`src/rtl/bin2bcd_seq.sv`:
```
// Sequential binary-to-BCD converter (double dabble, one bit per clock).
// The result is published on bcd_out only when a conversion completes, so the display never sees partial digits.
module bin2bcd_seq #(
  parameter int          BIN_W    = 14,
  parameter logic [15:0] OVF_CODE = 16'hAAAA
) (
  input  logic             clk,
  input  logic             clr,
  input  logic [BIN_W-1:0] bin_in,
  input  logic             load,
  output logic [15:0]      bcd_out,
  output logic             busy,
  output logic             done,
  output logic             ovf
);

  localparam logic [1:0] IDLE  = 2'd0;
  localparam logic [1:0] SHIFT = 2'd1;
  localparam logic [1:0] DONE  = 2'd2;

  localparam logic [3:0] LAST_STEP = 4'(BIN_W - 1);

  logic [1:0]       state_reg;
  logic [BIN_W-1:0] bin_reg;
  logic [15:0]      scratch_reg;
  logic [3:0]       cnt_reg;
  logic             ovf_flag_reg;
  logic [15:0]      adj;
  logic             in_range;

  assign in_range = (32'(bin_in) <= 32'd9999);

  // Add-3 correction per nibble; no carry between nibbles since inputs stay <= 9999.
  generate
    for (genvar gi = 0; gi < 4; gi++) begin : g_adj
      assign adj[4*gi +: 4] = (scratch_reg[4*gi +: 4] >= 4'd5) ?
                              scratch_reg[4*gi +: 4] + 4'd3 :
                              scratch_reg[4*gi +: 4];
    end
  endgenerate

  always_ff @(posedge clk or negedge clr) begin
    if (!clr) begin
      state_reg    <= IDLE;
      bin_reg      <= '0;
      scratch_reg  <= '0;
      cnt_reg      <= '0;
      ovf_flag_reg <= 1'b0;
      bcd_out      <= 16'h0000;
      busy         <= 1'b0;
      done         <= 1'b0;
      ovf          <= 1'b0;
    end else begin
      done <= 1'b0;
      case (state_reg)
        IDLE: begin
          if (load) begin
            bin_reg      <= bin_in;
            scratch_reg  <= '0;
            cnt_reg      <= '0;
            ovf_flag_reg <= !in_range;
            busy         <= 1'b1;
            state_reg    <= in_range ? SHIFT : DONE;
          end
        end
        SHIFT: begin
          scratch_reg <= {adj[14:0], bin_reg[BIN_W-1]};
          bin_reg     <= {bin_reg[BIN_W-2:0], 1'b0};
          // Counter holds at the last step so it never wraps.
          if (cnt_reg == LAST_STEP) begin
            state_reg <= DONE;
          end else begin
            cnt_reg <= cnt_reg + 4'd1;
          end
        end
        DONE: begin
          bcd_out   <= ovf_flag_reg ? OVF_CODE : scratch_reg;
          ovf       <= ovf_flag_reg;
          done      <= 1'b1;
          busy      <= 1'b0;
          state_reg <= IDLE;
        end
        default: begin
          state_reg <= IDLE;
          busy      <= 1'b0;
        end
      endcase
    end
  end

endmodule

```
`config.mk`:
```
export PLATFORM = sky130hd
export DESIGN_NAME = bin2bcd_seq
export DESIGN_NICKNAME = d
export VERILOG_FILES = /design/src/rtl/bin2bcd_seq.sv
export SDC_FILE = /design/constraint.sdc
export NUM_CORES = 1
export LEC_CHECK = 0
export CAP_MARGIN = 0
export CORE_MARGIN = 4
export CORE_UTILIZATION = 45
export DETAILED_ROUTE_END_ITERATION = 12
export MAX_ROUTING_LAYER = met4
export PLACE_DENSITY_LB_ADDON = 0.3
export SLEW_MARGIN = 25
export SYNTH_ARGS = -nofsm -noshare
export SYNTH_HDL_FRONTEND = slang
export SYNTH_SLANG_ARGS = --single-unit
```
`constraint.sdc`:
```
create_clock -name clk -period 3.5 [get_ports clk]
set_clock_uncertainty 0.1 [all_clocks]
set_input_delay 0.525 -clock clk [delete_from_list [all_inputs] [get_ports clk]]
set_output_delay 0.525 -clock clk [all_outputs]
set_load 0.02 [all_outputs]
```
Yosys cells after proc, flatten, opt, wreduce, memory -nomap -nowiden
Index checks and enable logic that the tools add are counted.

word-level totals
  register bits after elaboration = 56
  word-level logic and storage cells = 53
  output and inout port bits = 19

cells by class
  eq/ne operators = 6
  bitwise logic cells = 1
  reduce and logical (&&, ||, !) cells = 8
  mux-type cells = 19
  add/sub/neg operators = 5
  magnitude comparators = 5

operators by type and width
  kind                                                     number
  two-way mux 16 bit                                       2
  case mux 16 bit (2 select lines)                         1
  case mux 14 bit (2 select lines)                         1
  two-way mux 4 bit                                        5
  >= comparator 4 x 3 -> 1 bit (second input constant)     4
  less-or-equal comparator 14 bit (second input constant)  1
  two-way mux 14 bit                                       1
  adder 4 x 2 -> 4 bit (second input constant)             3
  case mux 4 bit (2 select lines)                          1
  AND reduction 2 bit                                      4
  two-way mux 2 bit                                        3
  inequality test 2 bit (second input constant)            3
  adder 4 x 1 -> 4 bit (second input constant)             1
  equality test 4 bit (second input constant)              1
  case mux 2 bit (2 select lines)                          1
  adder 3 x 2 -> 3 bit (second input constant)             1
  two-way mux 3 bit                                        1
  AND reduction 3 bit                                      1
  equality test 2 x 1 -> 1 bit (second input constant)     1
  equality test 2 bit (second input constant)              1
  zero test 2 bit                                          1
  two-way mux 1 bit                                        2
  case mux 1 bit (2 select lines)                          1
  nonzero test 2 bit                                       1
  2 further kinds                                          2

Depth between registers and ports, before layout
Gate-level depths: netlist (run 1).

  depth after elaboration = 4
  gate-level depth with buffers = 5
  gate-level depth less buffers = 5

Least setup slack after synthesis (run 1)
OpenSTA, ideal clock, no wires.

  path type = input port to flip-flop
  start = input port load
  end = register ovf_flag_reg
  setup slack = 2.052 ns
  required time = 3.280 ns
  stages on the path = 3
  library setup time = 0.120 ns
  arrival = 1.228 ns
  path through = or3b_4 and2_0 a31o_1

on the way
  longest elaborated chain between the ends = 1

RTL lines
  what                                  line  RTL
  from (decl)                           10    input logic load,
  AND reduction 2 bit (no source line)  -
  to (signal assigned)                  61    ovf_flag_reg <= !in_range;
  to (decl)                             27    logic ovf_flag_reg;

Every way passes these cells.
A chain may end at the register's enable or synchronous reset.

Worst setup path after layout (run 1)
  start = register state_reg[0]
  end = register cnt_reg[1]

on the way
  longest elaborated chain between the ends = 3
  elaborated cells between the ends (all ways) = 7
  classes of those cells = eq/ne: 3; mux: 1; reduce/logical: 3

RTL lines
  what                                                                                 line  RTL
  from (decl)                                                                          23    logic [1:0] state_reg;
  from (signal assigned)                                                               63    state_reg <= in_range ? SHIFT : DONE;
  equality test 2 x 1 -> 1 bit / zero test 2 bit (equally long branches)               55    case (state_reg)
  inequality test 2 bit (no source line) / nonzero test 2 bit (equally long branches)  -
  AND reduction 3 bit (no source line)                                                 -
  to (signal assigned)                                                                 73    cnt_reg <= cnt_reg + 4'd1;
  to (decl)                                                                            26    logic [3:0] cnt_reg;

Parallel ways exist; a longest one is shown, timed or not.

==> results of run 1 <==
[synthesized netlist by cell type (4+ instances only)]
library cell and count:
nand3_1 4, buf_2 10, o31ai_1 12, a32o_1 4, o21a_1 4, o311ai_0 4
nor2b_1 6, nor2_1 11, o2111ai_1 8, inv_1 19, dfrtp_1 56, a22oi_1 13
nand2_1 40, o21ai_0 27, o221ai_1 4, clkbuf_1 4, ha_1 10
[through the flow]
step	setup slack [ps]	area, um2	cells	power (W)	util [%]
3_3_place_gp	1180	3110	367	0.00192	52.8
2_1_floorplan	2050	2720	270	0.00162	-
3_5_place_dp	1120	3110	367	0.00196	52.8
5_1_grt	1130	3250	375	0.00261	55.1
6_report	1280	3250	375	0.00243	55.1
4_1_cts	1270	3250	375	0.00246	55.1
[critical path: cells and delay by family, from the launching register on]
family	cells	cell delay (ps)
flops	1	820
simple gates	2	910
compound gates	1	280
[final cells by class]
class / instances / share of cell area, %
Clock buffer: 5 / 2.12
Clock inverter: 3 / 2.12
Inverter: 19 / 2.20
Multi-Input combinational cell: 179 / 36.1
Sequential cell: 56 / 43.2
Tap cell: 75 / 2.89
Timing Repair Buffer: 38 / 11.4
[per-layer routing]
metal  track usage, %  up-vias  part of all wire [%]
met4             3.88        0                  0.92
met3             3.36        5                   5.4
met1             20.6     1011                    47
li1                 -     1029                     -
met2             26.8       51                    47
met5                -        -                     0
[power by group through the flow]
stage	sequential [W]	clock [W]	combinational [W]
6_report	0.00106	0.000504	0.000874
5_1_grt	0.00109	0.000540	0.000973
2_1_floorplan	0.00108	0	0.000534
3_3_place_gp	0.00106	0	0.000861
4_1_cts	0.00106	0.000513	0.000889
3_5_place_dp	0.00107	0	0.000887
[kinds of logic (layout without fill, tap and decap cells)]
kind of cell,count (synthesis),in the layout,share of synthesized area [%]
compound gates,90,90,23.8
xor+xnor,3,3,0.965
fa+ha+maj,10,10,4.59
buf+inv,35,65,5.56
flops,56,56,51.4
mux,4,4,1.52
simple gates,72,72,12.1
[worst min-delay path by stage]
stage	endpoint	from	cells after the start	slack (ps)
final	bcd_out[13]	clr	1	110
after floorplan	bcd_out[0]	clr	0	130
after global placement	bcd_out[3]	bcd_out[3]	2	360
after CTS	ovf_flag_reg	clr	1	140
after detailed placement	bcd_out[14]	bcd_out[14]	2	370
after global routing	bcd_out[13]	clr	1	160
==> report_table.html, run 1 <==
<table>
<tr><th>Metric</th><th>Value</th></tr>
<tr><th colspan="2">Routing</th></tr>
<tr><td>Residual antenna-violating net count after detailed routing</td><td>0</td></tr>
<tr><td>1st-iter DRT viols</td><td>128</td></tr>
<tr><td>Vias post-DR</td><td>2,096</td></tr>
<tr><td>Final routed DRC violation total</td><td>0</td></tr>
<tr><td>Iteration count of the initial detailed-routing pass</td><td>4</td></tr>
<tr><td>Total routed wirelength</td><td>5.42 mm</td></tr>
<tr><td>Wirelength per Cell</td><td>14.5 um</td></tr>
<tr><td>Vias per inst</td><td>5.59</td></tr>
<tr><th colspan="2">Global routing</th></tr>
<tr><td>Wire length of the first global-routing pass</td><td>9.51 mm</td></tr>
<tr><td>Initial antenna violation count</td><td>0</td></tr>
<tr><td>Number of global-route vias before repair</td><td>2,085</td></tr>
<tr><td>All-Layer GR Usage</td><td>16.2%</td></tr>
<tr><td>Remaining global-route overflow</td><td>0</td></tr>
<tr><td>Maximum number of pins on one net before global-route repair</td><td>50</td></tr>
<tr><th colspan="2">Yosys</th></tr>
<tr><td>Post-Syn Nets</td><td>297</td></tr>
<tr><td>Share of flip-flops with an asynchronous set or reset after synthesis</td><td>100%</td></tr>
<tr><td>Cell type with the largest total area after synthesis</td><td>dfrtp_1</td></tr>
<tr><td>Primary FF master, synth</td><td>dfrtp_1</td></tr>
<tr><td>Number of distinct library cells after synthesis</td><td>39</td></tr>
<tr><td>Number of register bits inferred by synthesis</td><td>56</td></tr>
<tr><td>Post-Synthesis Cells</td><td>270</td></tr>
<tr><td>Average cell area after synthesis</td><td>10.1 um2</td></tr>
<tr><td>Fraction of synthesized cell area taken by the top area cell type</td><td>51.4%</td></tr>
<tr><td>Netlist area before placement</td><td>2720 um2</td></tr>
<tr><td>Part of the Yosys area used for sequential elements</td><td>51.4%</td></tr>
<tr><td>Warning count from the yosys run</td><td>0</td></tr>
<tr><td>Cells taking the most area after synthesis</td><td>dfrtp_1, nand2_1, o21ai_0</td></tr>
<tr><td>Number of enable flip-flop cells after synthesis</td><td>0</td></tr>
<tr><th colspan="2">Status</th></tr>
<tr><td>Status</td><td>finished clean</td></tr>
<tr><th colspan="2">Timing</th></tr>
<tr><td>Final period util</td><td>63.5%</td></tr>
<tr><td>Transition time of the tightest slew-check pin</td><td>832 ps</td></tr>
<tr><td>Final Slew Violations</td><td>0</td></tr>
<tr><td>Final Hold Violating Endpoints</td><td>0</td></tr>
<tr><td>WHS</td><td>106 ps</td></tr>
<tr><td>Setup tns final</td><td>0 ps</td></tr>
<tr><td>Unrepaired setup endpoints after global routing</td><td>no</td></tr>
<tr><td>Max Freq</td><td>450 MHz</td></tr>
<tr><td>Final critical path time including I/O delays and setup</td><td>2220 ps</td></tr>
<tr><td>Endpoints failing setup</td><td>0</td></tr>
<tr><td>Worst-case headroom to the max-slew limit</td><td>44.4%</td></tr>
<tr><th colspan="2">Clock tree</th></tr>
<tr><td>CTS Buf Count</td><td>5</td></tr>
<tr><td>Number of gates given a new drive strength after cts</td><td>0</td></tr>
<tr><td>Maximum number of buffers from clock root to sink</td><td>2</td></tr>
<tr><td>Buffer cell driving the clock tree root</td><td>clkbuf_8</td></tr>
<tr><td>Later-pin clock latency in the skew report</td><td>310 ps</td></tr>
<tr><td>H-Tree Level Count</td><td>2</td></tr>
<tr><td>Clock transition at the registers of the reported paths</td><td>100 ps</td></tr>
<tr><td>Post-CTS Hold Fix Bufs</td><td>0</td></tr>
<tr><td>CTS tree</td><td>yes</td></tr>
<tr><td>Setup bufs post-CTS</td><td>0</td></tr>
<tr><td>Clk sinks</td><td>56</td></tr>
<tr><th colspan="2">Critical path</th></tr>
<tr><td>Setup crit end</td><td>cnt_reg[1]</td></tr>
<tr><td>Critical path endpoint category</td><td>flip-flop</td></tr>
<tr><td>Category of the critical setup timing path</td><td>flip-flop to flip-flop</td></tr>
<tr><td>Nature of the critical path startpoint</td><td>flip-flop</td></tr>
<tr><td>Worst setup startpoint</td><td>state_reg[0]</td></tr>
<tr><td>R2R cell count</td><td>3</td></tr>
<tr><td>Data arrival time of the critical path</td><td>2320 ps</td></tr>
<tr><td>Endpoint required time on the critical path</td><td>3600 ps</td></tr>
<tr><td>Critical Path Max Stage Delay</td><td>820 ps</td></tr>
<tr><td>Worst setup slack for register-to-register paths</td><td>1280 ps</td></tr>
<tr><td>Maximum fanout along the worst path</td><td>24</td></tr>
<tr><td>Cell-by-cell listing of the critical path</td><td>nor2b_2 &gt; nand2_1 &gt; a31o_2</td></tr>
<tr><td>Standard cell with the maximum stage delay on the critical path</td><td>dfrtp_1</td></tr>
<tr><td>Worst R2R End</td><td>cnt_reg[1]</td></tr>
<tr><td>Reg-to-reg critical path startpoint</td><td>state_reg[0]</td></tr>
<tr><th colspan="2">Final layout</th></tr>
<tr><td>Most used cells in the layout excluding fill and tap cells</td><td>dfrtp_1, nand2_1, clkdlybuf4s50_1, o21ai_0, inv_1</td></tr>
<tr><td>Number of nets in the final layout</td><td>326</td></tr>
<tr><td>Antenna cells</td><td>0</td></tr>
<tr><td>Share of cells above drive strength 1</td><td>6.00%</td></tr>
<tr><td>Sequential cell area</td><td>1400 um2</td></tr>
<tr><td>Most common library cell in the layout ignoring fill and taps</td><td>dfrtp_1</td></tr>
<tr><td>Layout filler cell count</td><td>532</td></tr>
<tr><td>Post-synthesis to final-layout area growth</td><td>19.2%</td></tr>
<tr><td>Multi-input combinational cell area</td><td>1170 um2</td></tr>
<tr><th colspan="2">Pwr</th></tr>
<tr><td>Cell Pwr Density</td><td>750 nW/um2</td></tr>
<tr><td>Combinational cell fraction of total power</td><td>35.9%</td></tr>
<tr><td>Power share of the sequential group</td><td>43.4%</td></tr>
<tr><td>Clock network fraction of design power</td><td>20.7%</td></tr>
<tr><td>Internal power component</td><td>0.00153 W</td></tr>
<tr><td>Sw Ratio</td><td>37.2%</td></tr>
<tr><td>Static Leak</td><td>1.37 nW</td></tr>
<tr><td>Switching power of the nets</td><td>0.000904 W</td></tr>
<tr><td>Worst IR drop on VDD</td><td>409 uV</td></tr>
<tr><th colspan="2">Floorplan</th></tr>
<tr><td>Overall die width</td><td>85.8 um</td></tr>
<tr><td>Num ports</td><td>36</td></tr>
<tr><td>Placeable core region</td><td>5890 um2</td></tr>
<tr><td>Area of the die</td><td>7360 um2</td></tr>
<tr><td>Number of standard-cell rows in the floorplan</td><td>28</td></tr>
<tr><td>Vert. Die Dim</td><td>85.8 um</td></tr>
<tr><td>Initial core utilization</td><td>46.3%</td></tr>
<tr><th colspan="2">Min path</th></tr>
<tr><td>Path type of the worst min-delay path</td><td>input port to asynchronous set/reset pin</td></tr>
<tr><th colspan="2">Place</th></tr>
<tr><td>Final RePlAce weighted congestion</td><td>0.773</td></tr>
<tr><td>Count of input and output buffers</td><td>35</td></tr>
<tr><td>HPWL after detailed placement</td><td>3.80 mm</td></tr>
<tr><th colspan="2">Flow run</th></tr>
<tr><td>Max capacitance violation total</td><td>0</td></tr>
</table>
No activity file was read; power rests on OpenSTA's default activity.
==> inputs of run 2 (changes only) <==
==> constraint.sdc (replaced) <==
create_clock -name clk -period 2.2 [get_ports clk]
set_clock_uncertainty 0.1 [all_clocks]
set_input_delay 0.33 -clock clk [delete_from_list [all_inputs] [get_ports clk]]
set_output_delay 0.33 -clock clk [all_outputs]
set_load 0.02 [all_outputs]
==> report_table.html, run 2 (same netlist as run 1, synthesis figures left out) <==
<table>
<tr><th>Metric</th><th>Value</th></tr>
<tr><th colspan="2">Timing</th></tr>
<tr><td>Max Freq</td><td>574 MHz (was 450 MHz)</td></tr>
<tr><td>Worst-case headroom to the max-slew limit</td><td>59.3% (was 44.4%)</td></tr>
<tr><td>Endpoints failing setup</td><td>0 (unchanged)</td></tr>
<tr><td>Final setup slack of the worst path</td><td>456 ps (was 1280 ps)</td></tr>
<tr><td>Unrepaired setup endpoints after global routing</td><td>no (unchanged)</td></tr>
<tr><td>Transition time of the tightest slew-check pin</td><td>611 ps (was 832 ps)</td></tr>
<tr><td>Final critical path time including I/O delays and setup</td><td>1740 ps (was 2220 ps)</td></tr>
<tr><td>Final period util</td><td>79.3% (was 63.5%)</td></tr>
<tr><td>Final Hold Violating Endpoints</td><td>0 (unchanged)</td></tr>
<tr><td>Setup tns final</td><td>0 ps (unchanged)</td></tr>
<tr><td>WHS</td><td>382 ps (was 106 ps)</td></tr>
<tr><td>Final Slew Violations</td><td>0 (unchanged)</td></tr>
<tr><th colspan="2">Final layout</th></tr>
<tr><td>Most common library cell in the layout ignoring fill and taps</td><td>dfrtp_1 (unchanged)</td></tr>
<tr><td>Post-synthesis to final-layout area growth</td><td>19.2% (about the same)</td></tr>
<tr><td>Multi-input combinational cell area</td><td>1170 um2 (unchanged)</td></tr>
<tr><td>Sequential cell area</td><td>1400 um2 (unchanged)</td></tr>
<tr><td>Antenna cells</td><td>0 (unchanged)</td></tr>
<tr><td>Share of cells above drive strength 1</td><td>6.56% (was 6.00%)</td></tr>
<tr><td>Final core utilization</td><td>55.2% (was 55.1%)</td></tr>
<tr><td>Layout filler cell count</td><td>547 (was 532)</td></tr>
<tr><td>Most used cells in the layout excluding fill and tap cells</td><td>dfrtp_1, nand2_1, clkdlybuf4s50_1, o21ai_0, inv_1 (unchanged)</td></tr>
<tr><td>Number of nets in the final layout</td><td>331 (was 326)</td></tr>
<tr><th colspan="2">Critical path</th></tr>
<tr><td>Worst R2R End</td><td>bcd_out[12] (was cnt_reg[1])</td></tr>
<tr><td>Endpoint required time on the critical path</td><td>2310 ps (was 3600 ps)</td></tr>
<tr><td>Maximum fanout along the worst path</td><td>18 (was 24)</td></tr>
<tr><td>Nature of the critical path startpoint</td><td>flip-flop (unchanged)</td></tr>
<tr><td>Data arrival time of the critical path</td><td>1850 ps (was 2320 ps)</td></tr>
<tr><td>Category of the critical setup timing path</td><td>flip-flop to flip-flop (unchanged)</td></tr>
<tr><td>R2R cell count</td><td>3 (unchanged)</td></tr>
<tr><td>Critical path endpoint category</td><td>flip-flop (unchanged)</td></tr>
<tr><td>Worst setup startpoint</td><td>state_reg[1] (was state_reg[0])</td></tr>
<tr><td>Worst setup slack for register-to-register paths</td><td>460 ps (was 1280 ps)</td></tr>
<tr><td>Reg-to-reg critical path startpoint</td><td>state_reg[1] (was state_reg[0])</td></tr>
<tr><th colspan="2">Floorplan</th></tr>
<tr><td>Number of standard-cell rows in the floorplan</td><td>28 (unchanged)</td></tr>
<tr><td>Placeable core region</td><td>5890 um2 (unchanged)</td></tr>
<tr><td>Initial core utilization</td><td>46.3% (unchanged)</td></tr>
<tr><td>Area of the die</td><td>7360 um2 (unchanged)</td></tr>
<tr><td>Vert. Die Dim</td><td>85.8 um (unchanged)</td></tr>
<tr><td>Overall die width</td><td>85.8 um (unchanged)</td></tr>
<tr><td>Num ports</td><td>36 (unchanged)</td></tr>
<tr><th colspan="2">Clock tree</th></tr>
<tr><td>CTS Buf Count</td><td>5 (unchanged)</td></tr>
<tr><td>Later-pin clock latency in the skew report</td><td>300 ps (was 310 ps)</td></tr>
<tr><td>Maximum number of buffers from clock root to sink</td><td>2 (unchanged)</td></tr>
<tr><td>Clk sinks</td><td>56 (unchanged)</td></tr>
<tr><td>Buffer cell driving the clock tree root</td><td>clkbuf_8 (unchanged)</td></tr>
<tr><td>H-Tree Level Count</td><td>2 (unchanged)</td></tr>
<tr><td>CTS tree</td><td>yes (unchanged)</td></tr>
<tr><td>Clock transition at the registers of the reported paths</td><td>100 ps (about the same)</td></tr>
<tr><th colspan="2">Global routing</th></tr>
<tr><td>Remaining global-route overflow</td><td>0 (unchanged)</td></tr>
<tr><td>Initial antenna violation count</td><td>0 (unchanged)</td></tr>
<tr><td>Number of global-route vias before repair</td><td>2,134 (was 2,085)</td></tr>
<tr><td>Maximum number of pins on one net before global-route repair</td><td>37 (was 50)</td></tr>
<tr><td>All-Layer GR Usage</td><td>16.5% (was 16.2%)</td></tr>
<tr><td>GRT busiest layer</td><td>met2 (unchanged)</td></tr>
<tr><td>Wire length of the first global-routing pass</td><td>9.67 mm (was 9.51 mm)</td></tr>
<tr><td>Routing usage on met3</td><td>3.46% (was 3.36%)</td></tr>
<tr><td>Met2 demand-to-capacity share in global routing</td><td>26.1% (was 26.8%)</td></tr>
<tr><td>Met1 demand-to-capacity share in global routing</td><td>21.3% (was 20.6%)</td></tr>
<tr><th colspan="2">Min path</th></tr>
<tr><td>Path type of the worst min-delay path</td><td>flip-flop to flip-flop (was input port to asynchronous set/reset pin)</td></tr>
<tr><td>Worst hold path depth</td><td>2</td></tr>
<tr><td>Start point of the worst hold path</td><td>bcd_out[0]</td></tr>
<tr><td>Hold Path Sink</td><td>bcd_out[0]</td></tr>
<tr><th colspan="2">Routing</th></tr>
<tr><td>Total routed wirelength</td><td>5.42 mm (about the same)</td></tr>
<tr><td>Vias per inst</td><td>5.63 (was 5.59)</td></tr>
<tr><td>Wirelength per Cell</td><td>14.3 um (was 14.5 um)</td></tr>
<tr><td>Final routed DRC violation total</td><td>0 (unchanged)</td></tr>
<tr><td>Vias post-DR</td><td>2,140 (was 2,096)</td></tr>
<tr><td>1st-iter DRT viols</td><td>117 (was 128)</td></tr>
<tr><td>Residual antenna-violating net count after detailed routing</td><td>0 (unchanged)</td></tr>
<tr><td>Iteration count of the initial detailed-routing pass</td><td>4 (unchanged)</td></tr>
<tr><th colspan="2">Place</th></tr>
<tr><td>Minimum setup slack after placement</td><td>271 ps (was 1120 ps)</td></tr>
<tr><td>Final RePlAce weighted congestion</td><td>0.776 (was 0.773)</td></tr>
<tr><td>Count of input and output buffers</td><td>35 (unchanged)</td></tr>
<tr><td>HPWL after detailed placement</td><td>3.96 mm (was 3.80 mm)</td></tr>
<tr><th colspan="2">Pwr</th></tr>
<tr><td>Worst IR drop on VDD</td><td>692 uV (was 409 uV)</td></tr>
<tr><td>Power Total</td><td>0.00367 W (was 0.00243 W)</td></tr>
<tr><td>Static Leak</td><td>1.38 nW (was 1.37 nW)</td></tr>
<tr><td>Cell Pwr Density</td><td>1130 nW/um2 (was 750 nW/um2)</td></tr>
<tr><th colspan="2">Status</th></tr>
<tr><td>Status</td><td>finished clean (unchanged)</td></tr>
<tr><th colspan="2">Flow run</th></tr>
<tr><td>Max capacitance violation total</td><td>0 (unchanged)</td></tr>
</table>
[run 2: changes by cell type in the layout (fill, tap and decap cells not counted)]
cell	change
buf_4	+2
bufinv_16	-2
clkbuf_1	+2
buf_12	+1
buf_2	+1
clkbuf_8	+1
dlygate4sd3_1	+1
inv_6	-1
[run 2: layer usage]
metal	vias up	share of wire [%]
li1	1042	-
met1	1047	47
met2	45	47
met3	6	4.6
met4	0	0.81
met5	-	0
[run 2: critical path, stage by stage, from the launching register on]
cell and delay, ps:
dfrtp_1 600, nand2b_1 420, buf_4 330, o31ai_1 190
[run 2: report_power, final]
part	internal, W	total, W	switching (W)
registers	0.00136	0.00162	0.000263
logic	0.000655	0.00148	0.000828
clock network	0.000258	0.000571	0.000313
[run 2: layout make-up]
type	instances	area share, %
Sequential cell	56	43.1
Multi-Input combinational cell	179	36.1
Timing Repair Buffer	43	12.9
Tap cell	75	2.89
Clock buffer	8	2.77
Inverter	19	2.20
[run 2: worst max-delay path by stage]
stage,slack (ps),to,depth (start not counted)
final,460,bcd_out[12],3
after floorplan,770,scratch_reg[10],5
after detailed placement,270,ovf_flag_reg,4
after global placement,300,ovf_flag_reg,4
after global routing,260,bcd_out[15],3
after CTS,430,bcd_out[12],3
[run 2: what timing repair did]
action                                 4_1_cts  5_1_grt
hold buffers                                 1        0
endpoints found under the hold margin       20        0
resized for setup                            0        0
setup buffers                                0        0
[run 2: per-stage QoR]
stage                     instance area, um2  cells
after floorplan                         2720    270
after global placement                  3150    371
after detailed placement                3150    371
after CTS                               3250    380
after global routing                    3250    380
final                                   3250    380
==> inputs of run 3 (changes only) <==
==> constraint.sdc (replaced) <==
create_clock -name clk -period 1.45 [get_ports clk]
set_clock_uncertainty 0.1 [all_clocks]
set_input_delay 0.2175 -clock clk [delete_from_list [all_inputs] [get_ports clk]]
set_output_delay 0.2175 -clock clk [all_outputs]
set_load 0.02 [all_outputs]
==> report_table.html, run 3 (same netlist as run 1, synthesis figures left out) <==
<table>
<tr><th>Metric</th><th>Value</th></tr>
<tr><th colspan="2">Critical path</th></tr>
<tr><td>Buffer and inverter count on the worst path</td><td>0 (was 1)</td></tr>
<tr><td>Levels on crit path</td><td>3 (unchanged)</td></tr>
<tr><td>Nature of the critical path startpoint</td><td>flip-flop (unchanged)</td></tr>
<tr><td>Critical path endpoint category</td><td>flip-flop (unchanged)</td></tr>
<tr><td>Cell-by-cell listing of the critical path</td><td>or3b_4 &gt; and2_0 &gt; a31o_1 (was nand2b_1 &gt; buf_4 &gt; o31ai_1)</td></tr>
<tr><td>R2R cell count</td><td>3 (unchanged)</td></tr>
<tr><td>Data arrival time of the critical path</td><td>1560 ps (was 1850 ps)</td></tr>
<tr><td>Maximum fanout along the worst path</td><td>7 (was 18)</td></tr>
<tr><td>Endpoint required time on the critical path</td><td>1570 ps (was 2310 ps)</td></tr>
<tr><td>Gate family responsible for the most delay along the worst path</td><td>simple AND/OR/NAND/NOR gates (was flip-flops)</td></tr>
<tr><td>Critical Path Max Stage Delay</td><td>470 ps (was 600 ps)</td></tr>
<tr><td>Category of the critical setup timing path</td><td>flip-flop to flip-flop (unchanged)</td></tr>
<tr><td>Standard cell with the maximum stage delay on the critical path</td><td>dfrtp_2 (was dfrtp_1)</td></tr>
<tr><th colspan="2">Timing</th></tr>
<tr><td>Final Hold Violating Endpoints</td><td>0 (unchanged)</td></tr>
<tr><td>Final period util</td><td>99.5% (was 79.3%)</td></tr>
<tr><td>Max Freq</td><td>693 MHz (was 574 MHz)</td></tr>
<tr><td>Final Slew Violations</td><td>0 (unchanged)</td></tr>
<tr><td>Unrepaired setup endpoints after global routing</td><td>yes (was no)</td></tr>
<tr><td>Worst-case headroom to the max-slew limit</td><td>61.9% (was 59.3%)</td></tr>
<tr><td>Final critical path time including I/O delays and setup</td><td>1440 ps (was 1740 ps)</td></tr>
<tr><td>Final setup slack of the worst path</td><td>7.87 ps (was 456 ps)</td></tr>
<tr><td>Endpoints failing setup</td><td>0 (unchanged)</td></tr>
<tr><td>Transition time of the tightest slew-check pin</td><td>572 ps (was 611 ps)</td></tr>
<tr><th colspan="2">Final layout</th></tr>
<tr><td>Number of nets in the final layout</td><td>375 (was 331)</td></tr>
<tr><td>Most common library cell in the layout ignoring fill and taps</td><td>dfrtp_1 (unchanged)</td></tr>
<tr><td>Final core utilization</td><td>64.3% (was 55.2%)</td></tr>
<tr><td>Multi-input combinational cell area</td><td>1380 um2 (was 1170 um2)</td></tr>
<tr><td>Most used cells in the layout excluding fill and tap cells</td><td>dfrtp_1, buf_4, nand2_1, o21ai_0, dlygate4sd2_1 (was dfrtp_1, nand2_1, clkdlybuf4s50_1, o21ai_0, inv_1)</td></tr>
<tr><td>Post-synthesis to final-layout area growth</td><td>39.0% (was 19.2%)</td></tr>
<tr><td>Share of cells above drive strength 1</td><td>27.8% (was 6.56%)</td></tr>
<tr><td>Antenna cells</td><td>0 (unchanged)</td></tr>
<tr><td>Sequential cell area</td><td>1400 um2 (about the same)</td></tr>
<tr><td>Layout filler cell count</td><td>496 (was 547)</td></tr>
<tr><th colspan="2">Floorplan</th></tr>
<tr><td>Area of the die</td><td>7360 um2 (unchanged)</td></tr>
<tr><td>Vert. Die Dim</td><td>85.8 um (unchanged)</td></tr>
<tr><td>Number of standard-cell rows in the floorplan</td><td>28 (unchanged)</td></tr>
<tr><td>Overall die width</td><td>85.8 um (unchanged)</td></tr>
<tr><td>Num ports</td><td>36 (unchanged)</td></tr>
<tr><td>Placeable core region</td><td>5890 um2 (unchanged)</td></tr>
<tr><td>Initial core utilization</td><td>46.3% (unchanged)</td></tr>
<tr><th colspan="2">Status</th></tr>
<tr><td>Status</td><td>finished clean (unchanged)</td></tr>
<tr><th colspan="2">Clock tree</th></tr>
<tr><td>CTS tree</td><td>yes (unchanged)</td></tr>
<tr><td>Clk sinks</td><td>56 (unchanged)</td></tr>
<tr><td>Later-pin clock latency in the skew report</td><td>310 ps (was 300 ps)</td></tr>
<tr><td>Clock transition at the registers of the reported paths</td><td>110 ps (was 100 ps)</td></tr>
<tr><td>Maximum number of buffers from clock root to sink</td><td>2 (unchanged)</td></tr>
<tr><td>H-Tree Level Count</td><td>2 (unchanged)</td></tr>
<tr><td>Buffer cell driving the clock tree root</td><td>clkbuf_8 (unchanged)</td></tr>
<tr><td>CTS Buf Count</td><td>5 (unchanged)</td></tr>
<tr><th colspan="2">Pwr</th></tr>
<tr><td>Worst IR drop on VDD</td><td>886 uV (was 692 uV)</td></tr>
<tr><td>Static Leak</td><td>1.74 nW (was 1.38 nW)</td></tr>
<tr><td>Cell Pwr Density</td><td>1600 nW/um2 (was 1130 nW/um2)</td></tr>
<tr><th colspan="2">Routing</th></tr>
<tr><td>Vias post-DR</td><td>2,333 (was 2,140)</td></tr>
<tr><td>Vias per inst</td><td>5.50 (was 5.63)</td></tr>
<tr><td>Residual antenna-violating net count after detailed routing</td><td>0 (unchanged)</td></tr>
<tr><td>Total routed wirelength</td><td>6.16 mm (was 5.42 mm)</td></tr>
<tr><td>Wirelength per Cell</td><td>14.5 um (was 14.3 um)</td></tr>
<tr><td>1st-iter DRT viols</td><td>128 (was 117)</td></tr>
<tr><td>Final routed DRC violation total</td><td>0 (unchanged)</td></tr>
<tr><td>Iteration count of the initial detailed-routing pass</td><td>4 (unchanged)</td></tr>
<tr><th colspan="2">Global routing</th></tr>
<tr><td>Wire length of the first global-routing pass</td><td>10.4 mm (was 9.67 mm)</td></tr>
<tr><td>Initial antenna violation count</td><td>0 (unchanged)</td></tr>
<tr><td>All-Layer GR Usage</td><td>18.0% (was 16.5%)</td></tr>
<tr><td>Maximum number of pins on one net before global-route repair</td><td>57 (was 37)</td></tr>
<tr><td>Remaining global-route overflow</td><td>0 (unchanged)</td></tr>
<tr><td>Number of global-route vias before repair</td><td>2,270 (was 2,134)</td></tr>
<tr><th colspan="2">Place</th></tr>
<tr><td>HPWL after detailed placement</td><td>4.25 mm (was 3.96 mm)</td></tr>
<tr><td>Final RePlAce weighted congestion</td><td>0.792 (was 0.776)</td></tr>
<tr><td>Minimum setup slack after placement</td><td>-325 ps (was 271 ps)</td></tr>
<tr><td>Count of input and output buffers</td><td>35 (unchanged)</td></tr>
<tr><th colspan="2">Flow run</th></tr>
<tr><td>Max capacitance violation total</td><td>0 (unchanged)</td></tr>
<tr><th colspan="2">Min path</th></tr>
<tr><td>Path type of the worst min-delay path</td><td>input port to asynchronous set/reset pin (was flip-flop to flip-flop)</td></tr>
</table>
[run 3: layout make-up]
type                            instances  share of cell area, %
Sequential cell                        56                   37.1
Multi-Input combinational cell        179                   36.5
Timing Repair Buffer                   87                   19.7
Tap cell                               75                   2.48
Clock buffer                            6                   1.92
Inverter                               19                   1.88
Clock inverter                          2                  0.430
[run 3: timing repair]
action,4_1_cts,5_1_grt
buffers inserted,2,6
hold endpoints to repair,56,0
setup endpoints to repair,36,32
pin swaps,0,11
gates resized for setup,27,48
hold buffers,1,0
[run 3: path summary, 6_finish.rpt]
check / startpoint / slack, ps / endpoint
max in group asynchronous: clr / 670 / scratch_reg[2]
min in group clk: bcd_out[2] / 380 / bcd_out[2]
min: clr / 320 / done
max reg2reg: state_reg[1] / 8 / ovf_flag_reg
max: state_reg[1] / 8 / ovf_flag_reg
min reg2reg: bcd_out[2] / 380 / bcd_out[2]
[run 3: metrics by stage]
step                hold slack, ps  TNS [ps]  cells  instance area (um2)  power (W)
floorplan                     -178         0    270                 2720    0.00390
global placement               137     -7180    407                 3430    0.00500
detailed placement             142     -8100    407                 3430    0.00511
CTS                            334         0    418                 3530    0.00587
global route                   348      -187    424                 3790    0.00656
finish                         323         0    424                 3790    0.00607
[run 3: worst reg2reg max path, stage by stage (launching register included)]
cell	delay, ps
dfrtp_2	470
or3b_4	440
and2_0	160
a31o_1	180
[run 3: routing by layer]
| metal | part of all wire (%) | vias up | global-route usage (%) |
|---|---|---|---|
| met1 | 46 | 1153 | 23.6 |
| met3 | 4.1 | 8 | 2.88 |
| met2 | 49 | 44 | 29.3 |
| met4 | 1.1 | 0 | 4.32 |
| met5 | 0 | - | - |
| li1 | - | 1128 | - |
[run 3: report_power, final]
part / leakage, nW / switching [W] / internal, W / total (W)
Sequential: 0.736 / 0.000365 / 0.00206 / 0.00243
Combinational: 0.960 / 0.00150 / 0.00128 / 0.00278
Clock: 0.0414 / 0.000511 / 0.000345 / 0.000856
